==> src/rtl/shifter_pkg.sv <==
// Shared definitions for the iterative shifter: mode codes and FSM states.
package shifter_pkg;

    // Operation codes carried on MODE; anything above SH_ROR is a pass-through.
    localparam logic [2:0] SH_SLL = 3'b000;
    localparam logic [2:0] SH_SRL = 3'b001;
    localparam logic [2:0] SH_SRA = 3'b010;
    localparam logic [2:0] SH_ROL = 3'b011;
    localparam logic [2:0] SH_ROR = 3'b100;

    // ST_FIN is the cycle in which DONE is high; it also accepts a new request.
    typedef enum logic [1:0] {
        ST_IDLE  = 2'd0,
        ST_SHIFT = 2'd1,
        ST_FIN   = 2'd2
    } state_t;

    // Pass codes shift by nothing and return the operand unchanged.
    function automatic logic is_pass(input logic [2:0] mode);
        return (mode > SH_ROR);
    endfunction

endpackage

==> src/rtl/shift_step.sv <==
// Combinational single step: shifts W by k (0..STEP) positions according to mode.
module shift_step
    import shifter_pkg::*;
#(
    parameter int WIDTH = 32,
    parameter int STEP  = 1,
    parameter int K_W   = $clog2(STEP) + 1
) (
    input  logic [WIDTH-1:0] w_i,
    input  logic [2:0]       mode_i,
    input  logic [K_W-1:0]   k_i,
    output logic [WIDTH-1:0] w_o
);

    logic [2*WIDTH-1:0] dbl_l;
    logic [2*WIDTH-1:0] dbl_r;

    // Rotates use a doubled word so the wrapped bits fall into the kept half.
    always_comb begin
        dbl_l = {w_i, w_i} << k_i;
        dbl_r = {w_i, w_i} >> k_i;
        case (mode_i)
            SH_SLL:  w_o = w_i << k_i;
            SH_SRL:  w_o = w_i >> k_i;
            SH_SRA:  w_o = $signed(w_i) >>> k_i;
            SH_ROL:  w_o = dbl_l[2*WIDTH-1:WIDTH];
            SH_ROR:  w_o = dbl_r[WIDTH-1:0];
            default: w_o = w_i;
        endcase
    end

endmodule

==> src/rtl/shifter_iter.sv <==
// Multi-cycle shifter: up to STEP positions per clock, START/BUSY/DONE handshake.
// Handshake: a request is taken on a rising edge where START=1 and BUSY=0;
// BUSY stays high until the edge that loads OUT, which also raises DONE for
// exactly one cycle. START while BUSY=1 is ignored (no queueing).
module shifter_iter
    import shifter_pkg::*;
#(
    parameter  int WIDTH   = 32,
    parameter  int STEP    = 1,
    localparam int SHAMT_W = $clog2(WIDTH)
) (
    input  logic               CLK,
    input  logic               RST,
    input  logic               START,
    input  logic [2:0]         MODE,
    input  logic [SHAMT_W-1:0] SHAMT,
    input  logic [WIDTH-1:0]   IN,
    output logic [WIDTH-1:0]   OUT,
    output logic               BUSY,
    output logic               DONE,
    output logic [1:0]         DBG_STATE
);

    localparam int REM_W = SHAMT_W + 1;
    localparam int K_W   = $clog2(STEP) + 1;

    state_t             state_q, state_d;
    logic [WIDTH-1:0]   w_q, w_d;
    logic [REM_W-1:0]   rem_q, rem_d;
    logic [2:0]         mode_q, mode_d;
    logic [WIDTH-1:0]   out_q, out_d;
    logic               busy_q, busy_d;
    logic               done_q, done_d;

    logic [K_W-1:0]     k;
    logic [WIDTH-1:0]   w_step;

    // Step size this cycle: a full STEP, or whatever is left if less.
    assign k = (rem_q > REM_W'(STEP)) ? K_W'(STEP) : rem_q[K_W-1:0];

    shift_step #(
        .WIDTH (WIDTH),
        .STEP  (STEP),
        .K_W   (K_W)
    ) u_step (
        .w_i    (w_q),
        .mode_i (mode_q),
        .k_i    (k),
        .w_o    (w_step)
    );

    // Next-state logic: accept in IDLE/FIN, step in SHIFT, finish when REM hits 0.
    always_comb begin
        state_d = state_q;
        w_d     = w_q;
        rem_d   = rem_q;
        mode_d  = mode_q;
        out_d   = out_q;
        busy_d  = busy_q;
        done_d  = 1'b0;
        case (state_q)
            ST_IDLE, ST_FIN: begin
                state_d = ST_IDLE;
                if (START) begin
                    w_d     = IN;
                    mode_d  = MODE;
                    rem_d   = is_pass(MODE) ? '0 : {1'b0, SHAMT};
                    busy_d  = 1'b1;
                    state_d = ST_SHIFT;
                end
            end
            ST_SHIFT: begin
                if (rem_q != '0) begin
                    w_d   = w_step;
                    rem_d = rem_q - REM_W'(k);
                end else begin
                    out_d   = w_q;
                    done_d  = 1'b1;
                    busy_d  = 1'b0;
                    state_d = ST_FIN;
                end
            end
            default: state_d = ST_IDLE;
        endcase
    end

    // State registers; reset aborts any operation without a DONE pulse.
    always_ff @(posedge CLK) begin
        if (RST) begin
            state_q <= ST_IDLE;
            w_q     <= '0;
            rem_q   <= '0;
            mode_q  <= '0;
            out_q   <= '0;
            busy_q  <= 1'b0;
            done_q  <= 1'b0;
        end else begin
            state_q <= state_d;
            w_q     <= w_d;
            rem_q   <= rem_d;
            mode_q  <= mode_d;
            out_q   <= out_d;
            busy_q  <= busy_d;
            done_q  <= done_d;
        end
    end

    assign OUT       = out_q;
    assign BUSY      = busy_q;
    assign DONE      = done_q;
    assign DBG_STATE = state_q;

endmodule

==> config.mk <==
export PLATFORM = sky130hd
export DESIGN_NAME = shifter_iter
export DESIGN_NICKNAME = d
export VERILOG_FILES = /design/src/rtl/shifter_pkg.sv /design/src/rtl/shift_step.sv /design/src/rtl/shifter_iter.sv
export SDC_FILE = /design/constraint.sdc
export NUM_CORES = 1
export LEC_CHECK = 0
export CORE_MARGIN = 2
export CORE_UTILIZATION = 50
export DETAILED_ROUTE_END_ITERATION = 7
export PLACE_DENSITY = 0.81
export SLEW_MARGIN = 20
export SYNTH_ARGS = -nofsm -noshare
export SYNTH_HDL_FRONTEND = slang
export SYNTH_SLANG_ARGS = --single-unit
==> constraint.sdc <==
create_clock -name CLK -period 2.05 [get_ports CLK]
set_input_delay 0.41 -clock CLK [delete_from_list [all_inputs] [get_ports CLK]]
set_output_delay 0.41 -clock CLK [all_outputs]
set_load 0.01 [all_outputs]
==> summary.md, run 1 <==
| Metric | Value |
|---|---|
| Largest net degree at the start of global routing | 37 |
| PD cells | 851.8 nW/um^2 |
| Root Driver | clkbuf_8 |
| Setup repair bufs after CTS | 0 |
| Cell taking the most area after synthesis | dfxtp_1 |
| Post-synthesis sequential area ratio | about 45% |
| Syn_nets | 374 |
| Leakage | 1.726 nW |
| WS Path Type | reg -> reg |
| P&R area growth vs syn | 31.55% |
| Core Footprint | between 6000 and 7000 um^2 |
| Hold_buf cts | 0 |
| Die Area | about 7500 um^2 |
| Synth area leaders | dfxtp_1, a2111oi_2, mux2i_1, a22o_1, nor2_1 |
| Clock buffer depth | 2 |
| CTS HTree Levels | 3 |
| TritonCTS Buffers | 9 |
| Crit path cell chain | nor2_1 > and2_1 > nor3_2 > buf_12 > a2111oi_2 |
| RSZ-0062 raised after global routing | no |
| Commonest cells post-synth | dfxtp_1, nor2_1, a22o_1, a2111oi_2, mux2i_1 |
| WL final | about 8000 um |
| CTS tree | built |
| Slowest stage delay, CP | 0.43 ns |
| WP buf/inv | 1 |
| Maximum clock frequency | 555.1 MHz |
| Antenna violations before repair | 0 |
| Worst path depth | 5 |
| Antenna-violating nets left | 0 |
| Most instantiated library cell after synthesis | dfxtp_1 |
| Vias in the first global route | 2774 |
| Reg2Reg Depth | 5 |
| Vias/cell | approximately 5.9 |
| DP Area | 4312 um^2 |
| Synth Warn # | 0 |
| RD Place Congestion | approximately 0.86 |
| Critical path capture point type | flop |
| Clock Skews | 0.007088 ns |
| Design area | approximately 4500 um^2 |
| # clock sinks | 77 |
| Hold WC Path Type | in -> reg |
| GR Overflow Total | 0 |
| # rows | 30 |
| Ant. Diodes | 0 |
| Largest fanout on the critical path | 16 |
| Layout cells sized above 1 | roughly 17% |
| Delay-heaviest family, CP | simple AND/OR/NAND/NOR gates |
| Fin. max-slew vios | 0 |
| Overall Power | between 3 and 4 mW |
| Slew @ Worst Pin | around 0.65 ns |
| Crit path DAT | just over 2 ns |
| CP Data Required Time | roughly 2.3 ns |
| Max cap viols | 0 |
| Run status | finished clean |
| Via count | 2898 |
| Post-synth EDFFs | 0 |
| I/O Pins | 79 |
| Synthesis-stage register bit count | just under 80 |
| Cell variety after synth | 42 |
| Number of nets in the layout | 452 |
| Post-DP HPWL | roughly 5600 um |
| Clk_lat worst skew | roughly 0.34 ns |
| Clk slew on worst S/H paths | ~0.08 ns |
| Die Wd | between 80 and 90 um |
| Setup violators final | 0 |
| Top cell type's share of synthesized area | about 45% |
| Global-route wire length before repair | 13120 um |
| Dominant synthesized flop cell | dfxtp_1 |
| Hold path depth | 2 |
| Final min period | roughly 1.8 ns |
| Die Span Y | 86.73 um |
| Drt drc | 0 |
| Synth Instances | 330 |
| Asr flop ratio synth | 0% |
| Gr usage total | a little over a fifth |
| Rel. slew slack | 56.44% |
| Syn Area/Cell | just over 10 um^2 |
| Initial Util | 50.93% |
| Detailed Routing Iterations Pass 1 | 4 |
| Tcrit/Tclk final | ~88% |
| WL/cell | 16.27 um |
| Post-synth design cell area | around 3400 um^2 |
| Post-CTS Resized | 0 |
| Slowest CP cell | nor2_1 |
| Final Hold Fails | 0 |
| Starting DRT DRC Count | 130 |
| VDD IR max | about 0.37 mV |
| Element type at the critical path start | flop |
| IO Port Bufs | 78 |
==> sequential cells by signal, summed over array words and instances, names as in the netlist <==
name       count
DONE           1
OUT           32
mode_q         3
rem_q          6
w_q           32
BUSY           1
DBG_STATE      2
==> cell families (layout without fill, tap and decap cells) <==
| logic type | count (synthesis) | in the layout | synth area share (%) |
|---|---|---|---|
| AOI/OAI and AO/OA | 94 | 94 | 27.64 |
| and+or+nand+nor | 102 | 102 | 13.86 |
| adders and majority gates | 1 | 1 | 0.3656 |
| buffers and inverters | 27 | 110 | 4.607 |
| DFF | 77 | 77 | 45.05 |
| muxes | 29 | 29 | 8.483 |
==> per-layer routing <==
metal	wire [um]	vias to the layer above	global-route usage [%]
met5	0	-	0
li1	-	1390	-
met2	3889	82	36.08
met3	318	7	5.143
met4	62	0	6.676
met1	3752	1419	28.66
==> where the power goes <==
group / leakage, nW / switching, mW / total (mW) / internal, mW
logic: 0.996 / 0.478 / 0.933 / 0.455
registers: 0.631 / 0.150 / 1.79 / 1.64
clock network: 0.0987 / 0.558 / 1.11 / 0.556
==> layout make-up <==
type / instances / area (um^2)
fill: 521 / 2217
multi-input combinational: 226 / 1732
sequential: 77 / 1541
timing repair buffer: 92 / 930.9
clock buffer: 9 / 123.9
tap: 80 / 100.1
clock inverter: 7 / 66.31
inverter: 2 / 7.507
==> through the flow <==
step / worst slack, ns / TNS (ns) / hold WS (ns) / utilization, % / cells
floorplan: 0.4323 / 0 / 0.4424 / - / 330
global placement: -0.007605 / -0.03996 / 0.4506 / 64.17 / 477
detailed placement: -0.06653 / -0.9637 / 0.4527 / 64.17 / 477
CTS: 0.2216 / 0 / 0.3955 / 67.00 / 493
global route: 0.08606 / 0 / 0.3998 / 67.00 / 493
finish: 0.2484 / 0 / 0.4094 / 67.00 / 493
==> layout by cell type, fill, tap and decap left out, types with 2 or more instances in the layout <==
master	netlist	routed
clkdlybuf4s50_1	0	77
a2111oi_2	30	30
nor3_1	3	2
a22o_1	32	32
a2111oi_0	2	2
clkinv_2	0	4
buf_12	2	4
buf_4	0	10
nand2_1	12	12
mux2i_1	29	29
a31oi_1	3	3
nand2b_1	2	2
nor4_4	2	2
inv_1	2	2
a21oi_1	10	9
nor4_1	2	2
o21ai_0	3	3
clkbuf_8	0	9
dfxtp_1	77	77
and2_1	2	2
nor2_1	72	72
a21oi_2	2	3
==> worst reg2reg max path, stage by stage, from the launching register on <==
cell and delay (ns):
dfxtp_1 0.38, nor2_1 0.43, and2_1 0.28, nor3_2 0.11, buf_12 0.19, a2111oi_2 0.31
==> worst paths after layout <==
path | start | end | slack (ns)
setup / recovery | rem_q[4] | w_q[15] | 0.25
hold / removal | RST | DBG_STATE[0] | 0.41
setup reg to reg | rem_q[4] | w_q[15] | 0.25
hold reg to reg | OUT[8] | OUT[8] | 0.48
Note: power is estimated with default switching activity, not from simulation.
==> inputs of run 2 (changes only) <==
Settings changed: ABC_AREA from default to 1, CORE_UTILIZATION 50 to 52.
==> run 2 against run 1 <==
  * Flip-flop and latch count stayed put
  * Power rose by 18%
  * Critical endpoint is now w_q[29]
  * Critical path depth up 3
  * Cell area up 15%
  * Cell count is 68% higher
  * Synthesized cell count is 98% higher
  * Largest cell class unchanged
  * Global-route usage grew 4.9 points
  * Clock power decreased by 6%
  * Sequential share of layout area is 4.5 points lower
  * Die area rose by 16%
  * Via count is 55% higher
  * Area after synthesis rose by 21%
==> summary.md, run 2 <==
| Metric | Value |
|---|---|
| Run status | finished clean |
| R2R setup slack | 0.27 ns (+0.02 ns) |
| Slew @ Worst Pin | 0.5267 ns (-0.1267 ns) |
| Post-Synth Simple-Gate Area | 38.31% (+24 points) |
| Element type at the critical path start | flop |
| Setup repair bufs after CTS | 0 (unchanged) |
| Combinational share of power | 38.4% (+14 points) |
| Post-synthesis mux area share | 0% (-8.5 points) |
| Cell variety after synth | 31 (-26%) |
| Syn Area/Cell | 6.342 um^2 (-39%) |
| Setup TNS | 0 ns (unchanged) |
| Commonest cells post-synth | nand2_1, nand3_1, dfxtp_1, a21oi_1 |
| Clock Skews | 0.009373 ns (+0.002285 ns) |
| I/O Pins | 79 (unchanged) |
| TritonCTS Buffers | 9 (unchanged) |
| PD cells | 876.1 nW/um^2 (+2.9%) |
| Asr flop ratio synth | 0% (unchanged) |
| Hold slack final | 0.4651 ns (+0.05578 ns) |
| Max cap viols | 0 (unchanged) |
| Clock network power share | 22.8% (-6.2 points) |
| Die Span Y | 93.31 um (+7.6%) |
| Cell taking the most area after synthesis | dfxtp_1 |
| # rows | 32 (+6.7%) |
| RR Startpoint | rem_q[3] |
| # clock sinks | 77 (unchanged) |
| Fin. max-slew vios | 0 (unchanged) |
| Switch share | 39.44% (+8.5 points) |
| Synthesis-stage register bit count | 77 (unchanged) |
| Synth area leaders | dfxtp_1, nand2_1, nand3_1, a21oi_1, o21ai_0 |
| Fraction of the mapped netlist area in adder cells | 0.3017% (-0.064 points) |
| Internal power | 2.749 mW (+3.8%) |
| Clock buffer depth | 2 (unchanged) |
| Synth Instances | 654 (+98%) |
| Final worst slack | 0.2684 ns (+0.01999 ns) |
| P&R area growth vs syn | 24.92% |
| Core Footprint | 7727 um^2 (+15%) |
| Critical path capture point type | flop |
| Largest net degree at the start of global routing | 33 (-11%) |
| Dominant synthesized flop cell | dfxtp_1 |
| Post-synth EDFFs | 0 (unchanged) |
| Starting DRT DRC Count | 345 (+170%) |
| Antenna violations before repair | 0 (unchanged) |
| Detailed Routing Iterations Pass 1 | 5 (+1) |
| Post-Synth XOR/XNOR Area | 0.4223% (+0.42 points) |
| Drt drc | 0 (unchanged) |
| CP Data Required Time | 2.29 ns (about the same) |
| Die Wd | 93.31 um (+7.6%) |
| CTS HTree Levels | 3 (unchanged) |
| Post-synthesis sequential area ratio | 37.16% (-7.9 points) |
| Most frequent cells in the layout | nand2_1, nand3_1, clkdlybuf4s50_1 |
| Via count | 4492 (+55%) |
| Crit path DAT | 2.02 ns (-0.02 ns) |
| Vias/cell | 5.438 (-7.5%) |
| Layout cells sized above 1 | 7.597% (-9.4 points) |
| Worst reg2reg endpoint | w_q[29] |
| WL/cell | 13.67 um (-16%) |
| Setup violators final | 0 (unchanged) |
| Tcrit/Tclk final | 86.91% (-0.98 points) |
| Syn_nets | 698 (+87%) |
| Root Driver | clkbuf_8 |
| Antenna-violating nets left | 0 (unchanged) |
| Overall Power | 4.539 mW (+18%) |
| Worst Hold End | w_q[18] |
| Ant. Diodes | 0 (unchanged) |
| Gr usage total | 26.86% (+4.9 points) |
| Final min period | 1.782 ns (-0.01999 ns) |
| Clk_lat worst skew | 0.35 ns (about the same) |
| VDD IR max | 0.4879 mV (+34%) |
| Most common cell after layout, fill and taps aside | nand2_1 |
| IO Port Bufs | 78 (unchanged) |
| Synth Area in Compound Gates | 13.67% (-14 points) |
| Post-layout util | 67.05% (about the same) |
| Hold path depth | 2 (unchanged) |
| Reg2Reg Depth | 8 (+3) |
| Largest family of logic cells by synthesized area | simple AND/OR/NAND/NOR gates |
| Rel. slew slack | 64.84% (+8.4 points) |
| Final Hold Fails | 0 (unchanged) |
| Initial Util | 53.68% (+2.7 points) |
| Maximum clock frequency | 561.3 MHz (+1.1%) |
| Post-DP HPWL | 7709 um (+37%) |
| Top cell type's share of synthesized area | 37.16% (-7.9 points) |
| RSZ-0062 raised after global routing | no |
| Global-route wire length before repair | 19080 um (+45%) |
| WS Path Type | reg -> reg |
| Hold WC Path Type | reg -> reg |
| WL final | 11290 um (+41%) |
| Most instantiated library cell after synthesis | nand2_1 |
| RD Place Congestion | 0.8516 (-0.44%) |
| Die Area | 8707 um^2 (+16%) |
| Sequential Power Share | 38.8% (-7.8 points) |
| Post-synth design cell area | 4148 um^2 (+21%) |
| Synth Warn # | 0 (unchanged) |
| Largest fanout on the critical path | 18 (+2) |
| Hold Crit Start | w_q[18] |
| Pre-CTS setup slack | 0.09300 ns (+0.1595 ns) |
| Leakage | 2.220 nW (+29%) |
| Number of nets in the layout | 763 (+69%) |
| P_sw | 1.790 mW (+51%) |
| CTS tree | built |
| Vias in the first global route | 4277 (+54%) |
| Clk slew on worst S/H paths | 0.07 ns (about the same) |
| Hold_buf cts | 0 (unchanged) |
| GR Overflow Total | 0 (unchanged) |
| Post-CTS Resized | 0 (unchanged) |
## run 2: changes by cell type after synthesis, moves of 5 or more
cell,before,now
nand2_1,12,222
nand3_1,1,90
o21ai_0,3,45
a21oi_1,10,50
inv_1,2,40
a22o_1,32,0
a2111oi_2,30,0
mux2i_1,29,0
nor2_1,72,45
o21ai_1,1,12
inv_2,0,8
clkbuf_1,11,18
buf_6,0,6
buf_2,10,15
## run 2: kinds of logic (layout without fill, tap and decap cells)
family / Yosys count / after routing
buffers and inverters: 92 / 162
DFF: 77 / 77
and+or+nand+nor: 371 / 371
adders and majority gates: 1 / 1
AOI/OAI and AO/OA: 111 / 111
xor gates and xnor gates: 2 / 2
## run 2: power by group through the flow
stage	sequential (mW)	combinational [mW]	clock (mW)
2_1_floorplan	1.78	1.29	0
4_1_cts	1.76	1.72	1.05
3_3_place_gp	1.78	1.67	0
6_report	1.76	1.74	1.04
3_5_place_dp	1.79	1.71	0
5_1_grt	1.78	1.97	1.12
## run 2: final cells by class
cell class	instances	area, um^2
timing repair buffer	97	960.9
fill	670	2546
sequential	77	1541
tap	102	127.6
clock buffer	10	137.6
inverter	49	183.9
clock inverter	6	38.79
multi-input combinational	485	2191
## run 2: critical path, stage by stage (launching register included)
cell     delay, ns
dfxtp_1       0.36
nor2_4        0.18
nand3_4       0.25
nor2_4        0.20
inv_2         0.07
nand2_4       0.18
inv_2         0.17
o21ai_1       0.19
a21oi_1       0.06
## run 2: layer usage
layer / vias to the layer above / routed length, um / track usage (%)
met4: 0 / 170 / 10.78
met1: 2042 / 4824 / 33.22
li1: 2226 / - / -
met5: - / 0 / 0
met3: 21 / 863 / 4.029
met2: 203 / 5431 / 46.70
## run 2: worst max-delay path by stage
| stage | slack (ns) | endpoint | start | cells past startpoint |
|---|---|---|---|---|
| 6_report | 0.27 | w_q[29] | rem_q[3] | 8 |
| 5_1_grt | 0.16 | w_q[20] | rem_q[3] | 8 |
| 4_1_cts | 0.31 | w_q[29] | rem_q[4] | 8 |
| 3_5_place_dp | 0.09 | w_q[29] | START | 9 |
| 3_3_place_gp | 0.17 | w_q[22] | START | 9 |
| 2_1_floorplan | 0.61 | rem_q[4] | rem_q[2] | 10 |
## run 2: stage by stage
stage | area [um^2] | std cells
2_1_floorplan | 4148 | 654
3_3_place_gp | 5005 | 810
3_5_place_dp | 5005 | 810
4_1_cts | 5181 | 826
5_1_grt | 5181 | 826
6_report | 5181 | 826
==> inputs of run 3 (changes only) <==
Settings changed: CORE_UTILIZATION 52 to 35, PLACE_DENSITY 0.81 to 0.59, REMOVE_ABC_BUFFERS from default to 1.
==> run 3 against run 2 <==
  * The flow now finishes with violations (design-rule violations)
  * Clock skew shrank 0.0049 ns
  * Sequential share of layout area shrank 0.73 points
  * Via count shrank 4.5%
  * Cell count grew 4.2%
  * Power grew 9.8%
  * Sequential power is essentially flat
  * Register-to-register slack gained 0.11 ns
  * Clock power grew 45%
  * Critical path type unchanged
  * Largest cell class unchanged
==> summary.md, run 3 (synthesized netlist as in run 2, its figures left out) <==
| Metric | Value |
|---|---|
| CTS HTree Levels | 3 (unchanged) |
| Most frequent cells in the layout | nand2_1, nand3_1, clkdlybuf4s50_1 |
| Max cap viols | 0 (unchanged) |
| Hold slack final | 0.4702 ns (+0.005038 ns) |
| Setup repair bufs after CTS | 0 (unchanged) |
| Clk_lat worst skew | 0.33 ns (-0.02 ns) |
| Setup violators final | 0 (unchanged) |
| IO Port Bufs | 78 (unchanged) |
| Delay-heaviest family, CP | simple AND/OR/NAND/NOR gates |
| Worst path depth | 10 (+2) |
| Reg2Reg Depth | 10 (+2) |
| Fin. max-slew vios | 0 (unchanged) |
| Met1 GRT Util | 23.78% (-9.4 points) |
| Post-CTS Resized | 0 (unchanged) |
| Die Span Y | 112.9 um (+21%) |
| Global route hottest layer | met2 |
| Drt drc | 6 (+6) |
| I/O Pins | 79 (unchanged) |
| Number of nets in the layout | 759 (-0.52%) |
| Critical path capture point type | flop |
| Clk slew on worst S/H paths | 0.06 ns (about the same) |
| Maximum clock frequency | 596.5 MHz (+6.3%) |
| VDD IR max | 0.4001 mV (-18%) |
| RSZ-0062 raised after global routing | no |
| Die Wd | 112.9 um (+21%) |
| Final Hold Fails | 0 (unchanged) |
| Via count | 4290 (-4.5%) |
| Gr usage total | 18.43% (-8.4 points) |
| Slew @ Worst Pin | 0.5960 ns (+0.06927 ns) |
| Initial Util | 36.02% (-18 points) |
| Crit path DAT | 1.88 ns (-0.14 ns) |
| Slowest CP cell | dfxtp_1 |
| Met2 usage in global routing | 31.41% (-15 points) |
| Leakage | 2.256 nW (+1.6%) |
| P&R area growth vs syn | 28.05% |
| Final worst slack | 0.3734 ns (+0.1050 ns) |
| Detailed Routing Iterations Pass 1 | 7 (+2) |
| Core Footprint | 11520 um^2 (+49%) |
| TritonCTS Buffers | 9 (unchanged) |
| Vias/cell | 4.983 (-8.4%) |
| Most common cell after layout, fill and taps aside | nand2_1 |
| Die Area | 12740 um^2 (+46%) |
| Rel. slew slack | 60.27% (-4.6 points) |
| Element type at the critical path start | flop |
| WL/cell | 13.26 um (-3.0%) |
| Antenna violations before repair | 0 (unchanged) |
| Global-route wire length before repair | 19350 um (+1.4%) |
| Run status | finished with violations |
| Tcrit/Tclk final | 81.78% (-5.1 points) |
| Root Driver | clkbuf_16 |
| Clock buffer depth | 2 (unchanged) |
| CTS tree | built |
| WS Path Type | reg -> reg |
| Failing checks | design-rule violations |
| Final min period | 1.677 ns (-0.1050 ns) |
| Pre-CTS setup slack | 0.1219 ns (+0.02887 ns) |
| Clock Skews | 0.004501 ns (-0.004872 ns) |
| Slowest stage delay, CP | 0.35 ns (about the same) |
| Layout cells sized above 1 | 6.825% (-0.77 points) |
| WL final | 11410 um (+1.1%) |
| CP Data Required Time | 2.26 ns (-0.03 ns) |
| Largest net degree at the start of global routing | 55 (+67%) |
| Antenna-violating nets left | 0 (unchanged) |
| Crit path cell chain | nor2_1 > nand3b_1 > nand2_1 > inv_1 > ha_1 > nand2_1 > xor2_1 > o21ai_0 > nand2_1 > a21oi_1 |
| # rows | 39 (+22%) |
| Ant. Diodes | 0 (unchanged) |
| Grt met3 use | 3.589% (-0.44 points) |
| Hold_buf cts | 0 (unchanged) |
| Hold path depth | 2 (unchanged) |
| Starting DRT DRC Count | 201 (-42%) |
| CP most frequent cell | nand2_1 |
| WP buf/inv | 1 (-1) |
| Largest fanout on the critical path | 4 (-14) |
| # clock sinks | 77 (unchanged) |
| Vias in the first global route | 4114 (-3.8%) |
| RD Place Congestion | 0.7468 (-12%) |
| GR Overflow Total | 0 (unchanged) |
| Post-DP HPWL | 7546 um (-2.1%) |
| PD cells | 938.2 nW/um^2 (+7.1%) |
| Hold WC Path Type | reg -> reg |
==> run 3: worst register-to-register path, stage by stage, from the launching register on <==
cell      delay, ns
dfxtp_1        0.35
nor2_1         0.25
nand3b_1       0.11
nand2_1        0.08
inv_1          0.09
ha_1           0.22
nand2_1        0.09
xor2_1         0.14
o21ai_0        0.09
nand2_1        0.08
a21oi_1        0.06
==> run 3: final cells by class <==
class / instances / area (um^2)
tap: 143 / 178.9
inverter: 49 / 183.9
multi-input combinational: 485 / 2191
clock inverter: 1 / 5.005
timing repair buffer: 93 / 930.9
fill: 1208 / 6205
sequential: 77 / 1541
clock buffer: 13 / 280.3
==> run 3: metal layers <==
layer | share of wire [%] | up-vias
met3 | 4.3 | 10
met1 | 47 | 1967
li1 | - | 2217
met2 | 48 | 96
met4 | 1.4 | 0
met5 | 0 | -
==> run 3: power breakdown <==
| group | leakage, nW | total, mW | switching (mW) | internal (mW) |
|---|---|---|---|---|
| combinational | 1.48 | 1.71 | 1.09 | 0.623 |
| clock | 0.144 | 1.51 | 0.579 | 0.936 |
| sequential | 0.630 | 1.76 | 0.113 | 1.65 |
==> run 3: worst paths after layout <==
path         startpoint        to  slack [ns]
min             w_q[19]   w_q[19]        0.47
max reg2reg    rem_q[2]  rem_q[4]        0.37
max            rem_q[2]  rem_q[4]        0.37
min reg2reg     w_q[19]   w_q[19]        0.47
==> run 3: stage by stage <==
step / cells / setup TNS, ns / area (um^2) / util (%) / power (mW)
6_report: 861 / 0 / 5311 / 46.12 / 4.983
5_1_grt: 861 / 0 / 5311 / 46.12 / 5.363
4_1_cts: 861 / 0 / 5311 / 46.12 / 5.037
3_5_place_dp: 847 / 0 / 5026 / 43.64 / 3.492
3_3_place_gp: 847 / 0 / 5026 / 43.64 / 3.471
2_1_floorplan: 611 / -59.99 / 3911 / - / 2.893
